==> src/rtl/dmem_dump_streamer_if.sv <==
// Memory read port and (addr,data) record stream between the dump engine, data memory and sink.
// master = dump engine side, slave = memory/sink side.
interface dmem_dump_streamer_if #(
  parameter int ADDR_W = 32,
  parameter int DATA_W = 32
);
  logic              mem_rd_en;
  logic [ADDR_W-1:0] mem_rd_addr;
  logic [DATA_W-1:0] mem_rd_data;
  logic              out_valid;
  logic              out_ready;
  logic [ADDR_W-1:0] out_addr;
  logic [DATA_W-1:0] out_data;

  modport master (
    output mem_rd_en, mem_rd_addr, out_valid, out_addr, out_data,
    input  mem_rd_data, out_ready
  );

  modport slave (
    input  mem_rd_en, mem_rd_addr, out_valid, out_addr, out_data,
    output mem_rd_data, out_ready
  );
endinterface

==> src/rtl/dmem_dump_streamer.sv <==
// Post-halt data-memory dump engine: walks DEPTH_WORDS words and streams one (addr,data) record each.
// Optional build macro SKIP_ZERO_EN: words reading as zero are dropped instead of emitted.
module dmem_dump_streamer #(
  parameter int                ADDR_W      = 32,
  parameter int                DATA_W      = 32,
  parameter logic [ADDR_W-1:0] BASE_ADDR   = '0,
  parameter int                DEPTH_WORDS = 1024,
  parameter int                ADDR_STEP   = 4,
  parameter int                RD_LAT      = 1,
  parameter int                CNT_W       = 16
) (
  input  logic                 clk,
  input  logic                 rst,
  input  logic                 clk_en,
  input  logic                 halt_f,
  dmem_dump_streamer_if.master bus,
  output logic                 busy,
  output logic                 done,
  output logic [CNT_W-1:0]     rec_count
);

  localparam int                IDX_W    = (DEPTH_WORDS > 1) ? $clog2(DEPTH_WORDS) : 1;
  localparam int                LAT_W    = (RD_LAT > 1) ? $clog2(RD_LAT) : 1;
  localparam logic [IDX_W-1:0]  LAST_IDX = IDX_W'(DEPTH_WORDS - 1);
  localparam logic [LAT_W-1:0]  LAST_LAT = LAT_W'(RD_LAT - 1);
  localparam logic [ADDR_W-1:0] STEP     = ADDR_W'(ADDR_STEP);

  typedef enum logic [2:0] {IDLE, REQ, WAIT, SEND, DONE} state_t;

  state_t            state, state_nxt;
  logic [ADDR_W-1:0] cur_addr;
  logic [IDX_W-1:0]  idx;
  logic [LAT_W-1:0]  lat_cnt;
  logic              lat_hit, last_word, handshake, skip_word, advance;

  assign lat_hit   = (state == WAIT) && (lat_cnt == LAST_LAT);
  assign last_word = (idx == LAST_IDX);
  assign handshake = clk_en && (state == SEND) && bus.out_ready;
`ifdef SKIP_ZERO_EN
  assign skip_word = lat_hit && (bus.mem_rd_data == '0);
`else
  assign skip_word = 1'b0;
`endif
  // A word retires either by being accepted or by being skipped.
  assign advance   = handshake || (clk_en && skip_word);

  always_ff @(posedge clk or posedge rst) begin
    if (rst) state <= IDLE;
    else if (clk_en) state <= state_nxt;
  end

  always_comb begin
    // NOTE: every output gets a default first so no latch is inferred on untaken branches.
    state_nxt       = state;
    busy            = 1'b0;
    done            = 1'b0;
    bus.mem_rd_en   = 1'b0;
    bus.mem_rd_addr = '0;
    bus.out_valid   = 1'b0;
    unique case (state)
      IDLE: if (halt_f) state_nxt = REQ;
      REQ: begin
        busy            = 1'b1;
        bus.mem_rd_en   = 1'b1;
        bus.mem_rd_addr = cur_addr;
        state_nxt       = WAIT;
      end
      WAIT: begin
        busy = 1'b1;
        if (lat_hit) begin
          if (!skip_word)     state_nxt = SEND;
          else if (last_word) state_nxt = DONE;
          else                state_nxt = REQ;
        end
      end
      SEND: begin
        busy          = 1'b1;
        bus.out_valid = 1'b1;
        if (bus.out_ready) state_nxt = last_word ? DONE : REQ;
      end
      DONE:    done = 1'b1;
      default: state_nxt = IDLE;
    endcase
  end

  // Datapath: walk pointer, latency counter, record buffer and saturating record counter.
  always_ff @(posedge clk or posedge rst) begin
    if (rst) begin
      cur_addr     <= '0;
      idx          <= '0;
      lat_cnt      <= '0;
      bus.out_addr <= '0;
      bus.out_data <= '0;
      rec_count    <= '0;
    end else if (clk_en) begin
      unique case (state)
        IDLE: if (halt_f) begin
          cur_addr <= BASE_ADDR;
          idx      <= '0;
        end
        REQ: lat_cnt <= '0;
        WAIT: begin
          if (!lat_hit) lat_cnt <= lat_cnt + 1'b1;
          else if (!skip_word) begin
            bus.out_addr <= cur_addr;
            bus.out_data <= bus.mem_rd_data;
          end
        end
        SEND: if (bus.out_ready && (rec_count != '1)) rec_count <= rec_count + 1'b1;
        default: ;
      endcase
      if (advance && !last_word) begin
        cur_addr <= cur_addr + STEP;
        idx      <= idx + 1'b1;
      end
    end
  end

endmodule

==> src/flat_wrapper.sv <==
// flat-port wrapper written by rule: the top's interface ports become plain ports
module dmem_dump_streamer_flat 
#(
  parameter int                ADDR_W      = 32,
  parameter int                DATA_W      = 32,
  parameter logic [ADDR_W-1:0] BASE_ADDR   = '0,
  parameter int                DEPTH_WORDS = 1024,
  parameter int                ADDR_STEP   = 4,
  parameter int                RD_LAT      = 1,
  parameter int                CNT_W       = 16
)
  (clk, rst, clk_en, halt_f, busy, done, rec_count, bus_mem_rd_en, bus_mem_rd_addr, bus_out_valid, bus_out_addr, bus_out_data, bus_mem_rd_data, bus_out_ready);
  dmem_dump_streamer_if #(.ADDR_W(ADDR_W), .DATA_W(DATA_W)) bus_i ();
  input  logic clk;
  input  logic rst;
  input  logic clk_en;
  input  logic halt_f;
  output logic busy;
  output logic done;
  output logic [CNT_W-1:0] rec_count;
  output wire logic [$bits(bus_i.mem_rd_en)-1:0] bus_mem_rd_en;
  output wire logic [$bits(bus_i.mem_rd_addr)-1:0] bus_mem_rd_addr;
  output wire logic [$bits(bus_i.out_valid)-1:0] bus_out_valid;
  output wire logic [$bits(bus_i.out_addr)-1:0] bus_out_addr;
  output wire logic [$bits(bus_i.out_data)-1:0] bus_out_data;
  input wire logic [$bits(bus_i.mem_rd_data)-1:0] bus_mem_rd_data;
  input wire logic [$bits(bus_i.out_ready)-1:0] bus_out_ready;
  assign bus_mem_rd_en = bus_i.mem_rd_en;
  assign bus_mem_rd_addr = bus_i.mem_rd_addr;
  assign bus_out_valid = bus_i.out_valid;
  assign bus_out_addr = bus_i.out_addr;
  assign bus_out_data = bus_i.out_data;
  assign bus_i.mem_rd_data = bus_mem_rd_data;
  assign bus_i.out_ready = bus_out_ready;
  dmem_dump_streamer #(.ADDR_W(ADDR_W), .DATA_W(DATA_W), .BASE_ADDR(BASE_ADDR), .DEPTH_WORDS(DEPTH_WORDS), .ADDR_STEP(ADDR_STEP), .RD_LAT(RD_LAT), .CNT_W(CNT_W)) u_core (.clk(clk), .rst(rst), .clk_en(clk_en), .halt_f(halt_f), .bus(bus_i), .busy(busy), .done(done), .rec_count(rec_count));
endmodule
==> config.mk <==
export PLATFORM = sky130hd
export DESIGN_NAME = dmem_dump_streamer_flat
export DESIGN_NICKNAME = d
export VERILOG_FILES = /design/src/rtl/dmem_dump_streamer_if.sv /design/src/rtl/dmem_dump_streamer.sv /design/src/flat_wrapper.sv
export SDC_FILE = /design/constraint.sdc
export NUM_CORES = 1
export LEC_CHECK = 0
export ABC_AREA = 1
export CORE_MARGIN = 1
export CORE_UTILIZATION = 50
export DETAILED_ROUTE_END_ITERATION = 10
export PLACE_DENSITY = 0.8
export RECOVER_POWER = 100
export SETUP_SLACK_MARGIN = 0.3
export SLEW_MARGIN = 20
export SYNTH_ARGS = -nofsm -noshare
export SYNTH_HDL_FRONTEND = slang
export SYNTH_SLANG_ARGS = --single-unit
==> constraint.sdc <==
create_clock -name clk -period 4.55 [get_ports clk]
set_input_delay 0.91 -clock clk [delete_from_list [all_inputs] [get_ports clk]]
set_output_delay 0.91 -clock clk [all_outputs]
set_load 0.1 [all_outputs]
==> results by group <==
Worst setup path
  • CP Class: reg2out
  • CP max stage delay: ~0.87 ns
  • Startpoint class of the critical path: register
  • CP Capture Type: output port
  • Crit Path Max Fanout: 32
  • Cell family with most CP delay: simple AND/OR/NAND/NOR gates
  • CP Launch Point: u_core.state[2]$_DFFE_PP0P_
  • Critical path's slowest cell: nand3_1
  • Reg2reg path depth: 7
  • Worst setup endpoint: bus_mem_rd_addr[27]
  • WP buf/inv: 2
  • R2R Setup Slk: roughly 1.5 ns
  • RR Startpoint: u_core.state[0]$_DFFE_PP0P_
  • WP data arrival: between 2 and 3 ns
  • Reg-to-reg critical path endpoint: u_core.bus.out_addr[28]$_DFFE_PP0P_
  • Crit path required time: about 3.6 ns
  • Cell Chain, Critical Path: inv_1 > nand3_1 > nor2_1 > clkbuf_2
  • Number of cells on the critical path: 4

CTS
  • CTS tree: done
  • Cts bufs inserted: 17
  • Number of setup buffers added after CTS: 0
  • Sink Count: 122
  • Clock transition at the registers of the reported paths: 0.06 ns
  • # resized after CTS: 0
  • Worst-Skew Late Latency: 0.42 ns
  • Root buffer cell: clkbuf_16
  • Worst-case clock buffer depth: 2
  • H-tree depth reported by CTS: 4
  • CTS Hold Buffers Added: 0

Die
  • Row count: 40
  • # IOs: about 150
  • Starting density of the core: between 50% and 60%
  • Die W: about 110 um
  • Chip height: approximately 110 um
  • Die ar.: ~13,000 sq um
  • Total core area: around 12,000 sq um

Drt
  • Overall routed net length: roughly 16 mm
  • DR vias: 5,689
  • Post-route ant nets: 0
  • TritonRoute pass-1 iters: 7
  • DR WL/cell: 13.4 um
  • Drt drc: 0
  • Initial drt markers: around 520
  • Vias/cell: approximately 4.9

Synthesis
  • Mapped Area: approximately 6300 sq um
  • Share of the synthesized area in the top cell type: 48.6%
  • Syn_area_per_cell: between 7 and 8 sq um
  • Post-synth EDFFs: 0
  • Gate Count Post-Synth: around 840
  • Post-synth ARST share: 100%
  • Area contributors post-synth: dfrtp_1 49%, nand2_1 19%, o21ai_0 5.7%
  • #FFs+latches synth: 122
  • Ys flop type: dfrtp_1
  • Synth cell types: 32
  • Post-synth top area cell: dfrtp_1
  • Synth Warn #: 0
  • Sequential area share after synthesis: between 40% and 50%

STA
  • Final clock skew: just under 0.007 ns
  • Tmin final: 3.71 ns
  • Tightest Pin Transition: 1.54 ns
  • Final-report hold violation count: 0
  • Worst Setup Slack, final: roughly 0.84 ns
  • Setup_tns: 0 ns
  • Fmax achieved: about 270 MHz
  • Final setup viols: 0
  • Unrepaired setup endpoints after global routing: no
  • Final Max Slew Viols: ~140
  • Rel. slew slack: -2.98%
  • Period utilisation layout: around 80%

Finish
  • Layout cells sized above 1: between 8 and 9%
  • Final net count: just over 1,000
  • Diodes inserted: 0
  • Area Overhead vs Synth: 32.4%

GRT
  • GRT Total Usage: between 20% and 30%
  • Initial antenna violation count: 0
  • GRT overflow: 0
  • Vias in the first global route: about 5,100
  • First-pass GRT wire length: between 20 and 30 mm
  • Largest net degree at the start of global routing: around 120

Min path
  • Hold crit path type: reg2reg

Placed design
  • Port Buf Inserts: around 150
  • Post-DP HPWL: around 11 mm
  • GP Congestion: ~0.88
  • Setup slack at placement: 1.48 ns

Power and ir drop
  • Lkg Pwr: roughly 0.0042 uW
  • Power Dens Cells: just under 600 nW/um^2
  • Maximum vdd drop: between 0.2 and 0.3 mV

Status
  • Status: complete, but fails checks
  • Failing checks: capacitance limit, slew limit

Flow run
  • Max Cap Viol: 2
==> metal layers <==
metal / wire length (um) / track usage (%) / up-vias
met3: 713 / 4.55 / 28
met2: 7290 / 38.3 / 187
met4: 388 / 11.4 / 0
met1: 7130 / 33.8 / 2610
met5: 0 / 0 / -
li1: - / - / 2864
==> through the flow <==
stage                     area [sq um]  utilization, %  instances  hold slack (ns)  total power, uW
after floorplan                   6300               -        838            0.458             2990
after global placement            7710            63.6       1128            0.464             3380
after detailed placement          7710            63.7       1128            0.474             3410
after CTS                         8370            69.1       1160            0.488             4910
after global routing              8320            68.7       1160            0.497             4980
final                             8320            68.7       1160            0.478             4790
==> worst reg2reg max path, delay by kind of cell, from the launching register on <==
| family | cells | cell delay (ns) |
|---|---|---|
| buffers and inverters | 2 | 0.74 |
| and+or+nand+nor | 4 | 1.59 |
| DFF | 1 | 0.45 |
| AOI/OAI and AO/OA | 1 | 0.11 |
==> flip-flops by register name, summed over array words and instances (netlist names) <==
register,cells
u_core.bus.out_addr,30
u_core.bus.out_data,32
u_core.cur_addr,30
u_core.idx,10
u_core.lat_cnt,1
u_core.rec_count,16
u_core.state,3
==> cells by family (layout without fill, tap and decap cells) <==
group / after synthesis / after routing / share of synthesized area (%)
AOI/OAI and AO/OA: 85 / 85 / 6.93
xor gates and xnor gates: 16 / 16 / 2.23
adders and majority gates: 3 / 3 / 0.597
buffers and inverters: 119 / 273 / 9.24
DFF: 122 / 122 / 48.6
other: 1 / 4 / 0.0597
and+or+nand+nor: 489 / 489 / 32.4
==> Yosys cell counts, drive strengths merged (4+ instances only) <==
| master | number |
|---|---|
| xnor2 | 8 |
| o21ai | 78 |
| clkbuf | 9 |
| nand3 | 52 |
| nand2 | 326 |
| dfrtp | 122 |
| or2 | 5 |
| xor2 | 8 |
| nand3b | 4 |
| inv | 90 |
| buf | 20 |
| nor2 | 95 |
==> worst min-delay path by stage <==
| stage | slack [ns] | cells after the start | from | endpoint |
|---|---|---|---|---|
| final | 0.48 | 2 | u_core.bus.out_data[21]$_DFFE_PP0P_ | u_core.bus.out_data[21]$_DFFE_PP0P_ |
| after global routing | 0.50 | 2 | u_core.bus.out_data[28]$_DFFE_PP0P_ | u_core.bus.out_data[28]$_DFFE_PP0P_ |
| after CTS | 0.49 | 2 | u_core.bus.out_data[21]$_DFFE_PP0P_ | u_core.bus.out_data[21]$_DFFE_PP0P_ |
| after detailed placement | 0.47 | 2 | u_core.bus.out_data[21]$_DFFE_PP0P_ | u_core.bus.out_data[21]$_DFFE_PP0P_ |
| after global placement | 0.46 | 2 | u_core.bus.out_addr[2]$_DFFE_PP0P_ | u_core.bus.out_addr[2]$_DFFE_PP0P_ |
| after floorplan | 0.46 | 2 | u_core.idx[9]$_DFFE_PP0P_ | u_core.idx[9]$_DFFE_PP0P_ |
==> layout make-up <==
class | count | area (sq um)
clock inverter | 14 | 220
tap | 168 | 210
sequential | 122 | 3050
clock buffer | 18 | 439
timing repair buffer | 151 | 1430
multi-input combinational | 597 | 2630
fill | 1022 | 3790
inverter | 90 | 342
==> placed cells by master, fill, tap and decap left out, types with 2 or more instances in the layout <==
master,instances
clkdlybuf4s50_1,34
buf_4,30
xnor2_1,8
nand3b_1,3
ha_1,3
conb_1,4
and2_1,3
o211ai_1,2
clkinv_4,3
clkbuf_16,17
nand2_2,7
nand3_1,50
or2_2,5
o21ai_0,77
clkinvlp_4,4
nor2_2,5
nand2_1,318
nor3_1,2
xor2_1,8
nor2_1,90
a21oi_1,3
inv_1,87
clkbuf_1,2
bufinv_16,5
dlygate4sd3_1,83
dfrtp_1,122
==> where the power goes <==
part	internal [uW]	leakage, uW	total, uW	switching (uW)
clock network	988	0.000309	1480	496
logic	353	0.00220	1950	1600
registers	1260	0.00165	1360	105
total	2600	0.00416	4790	2200
(Power assumes the default switching activity.)
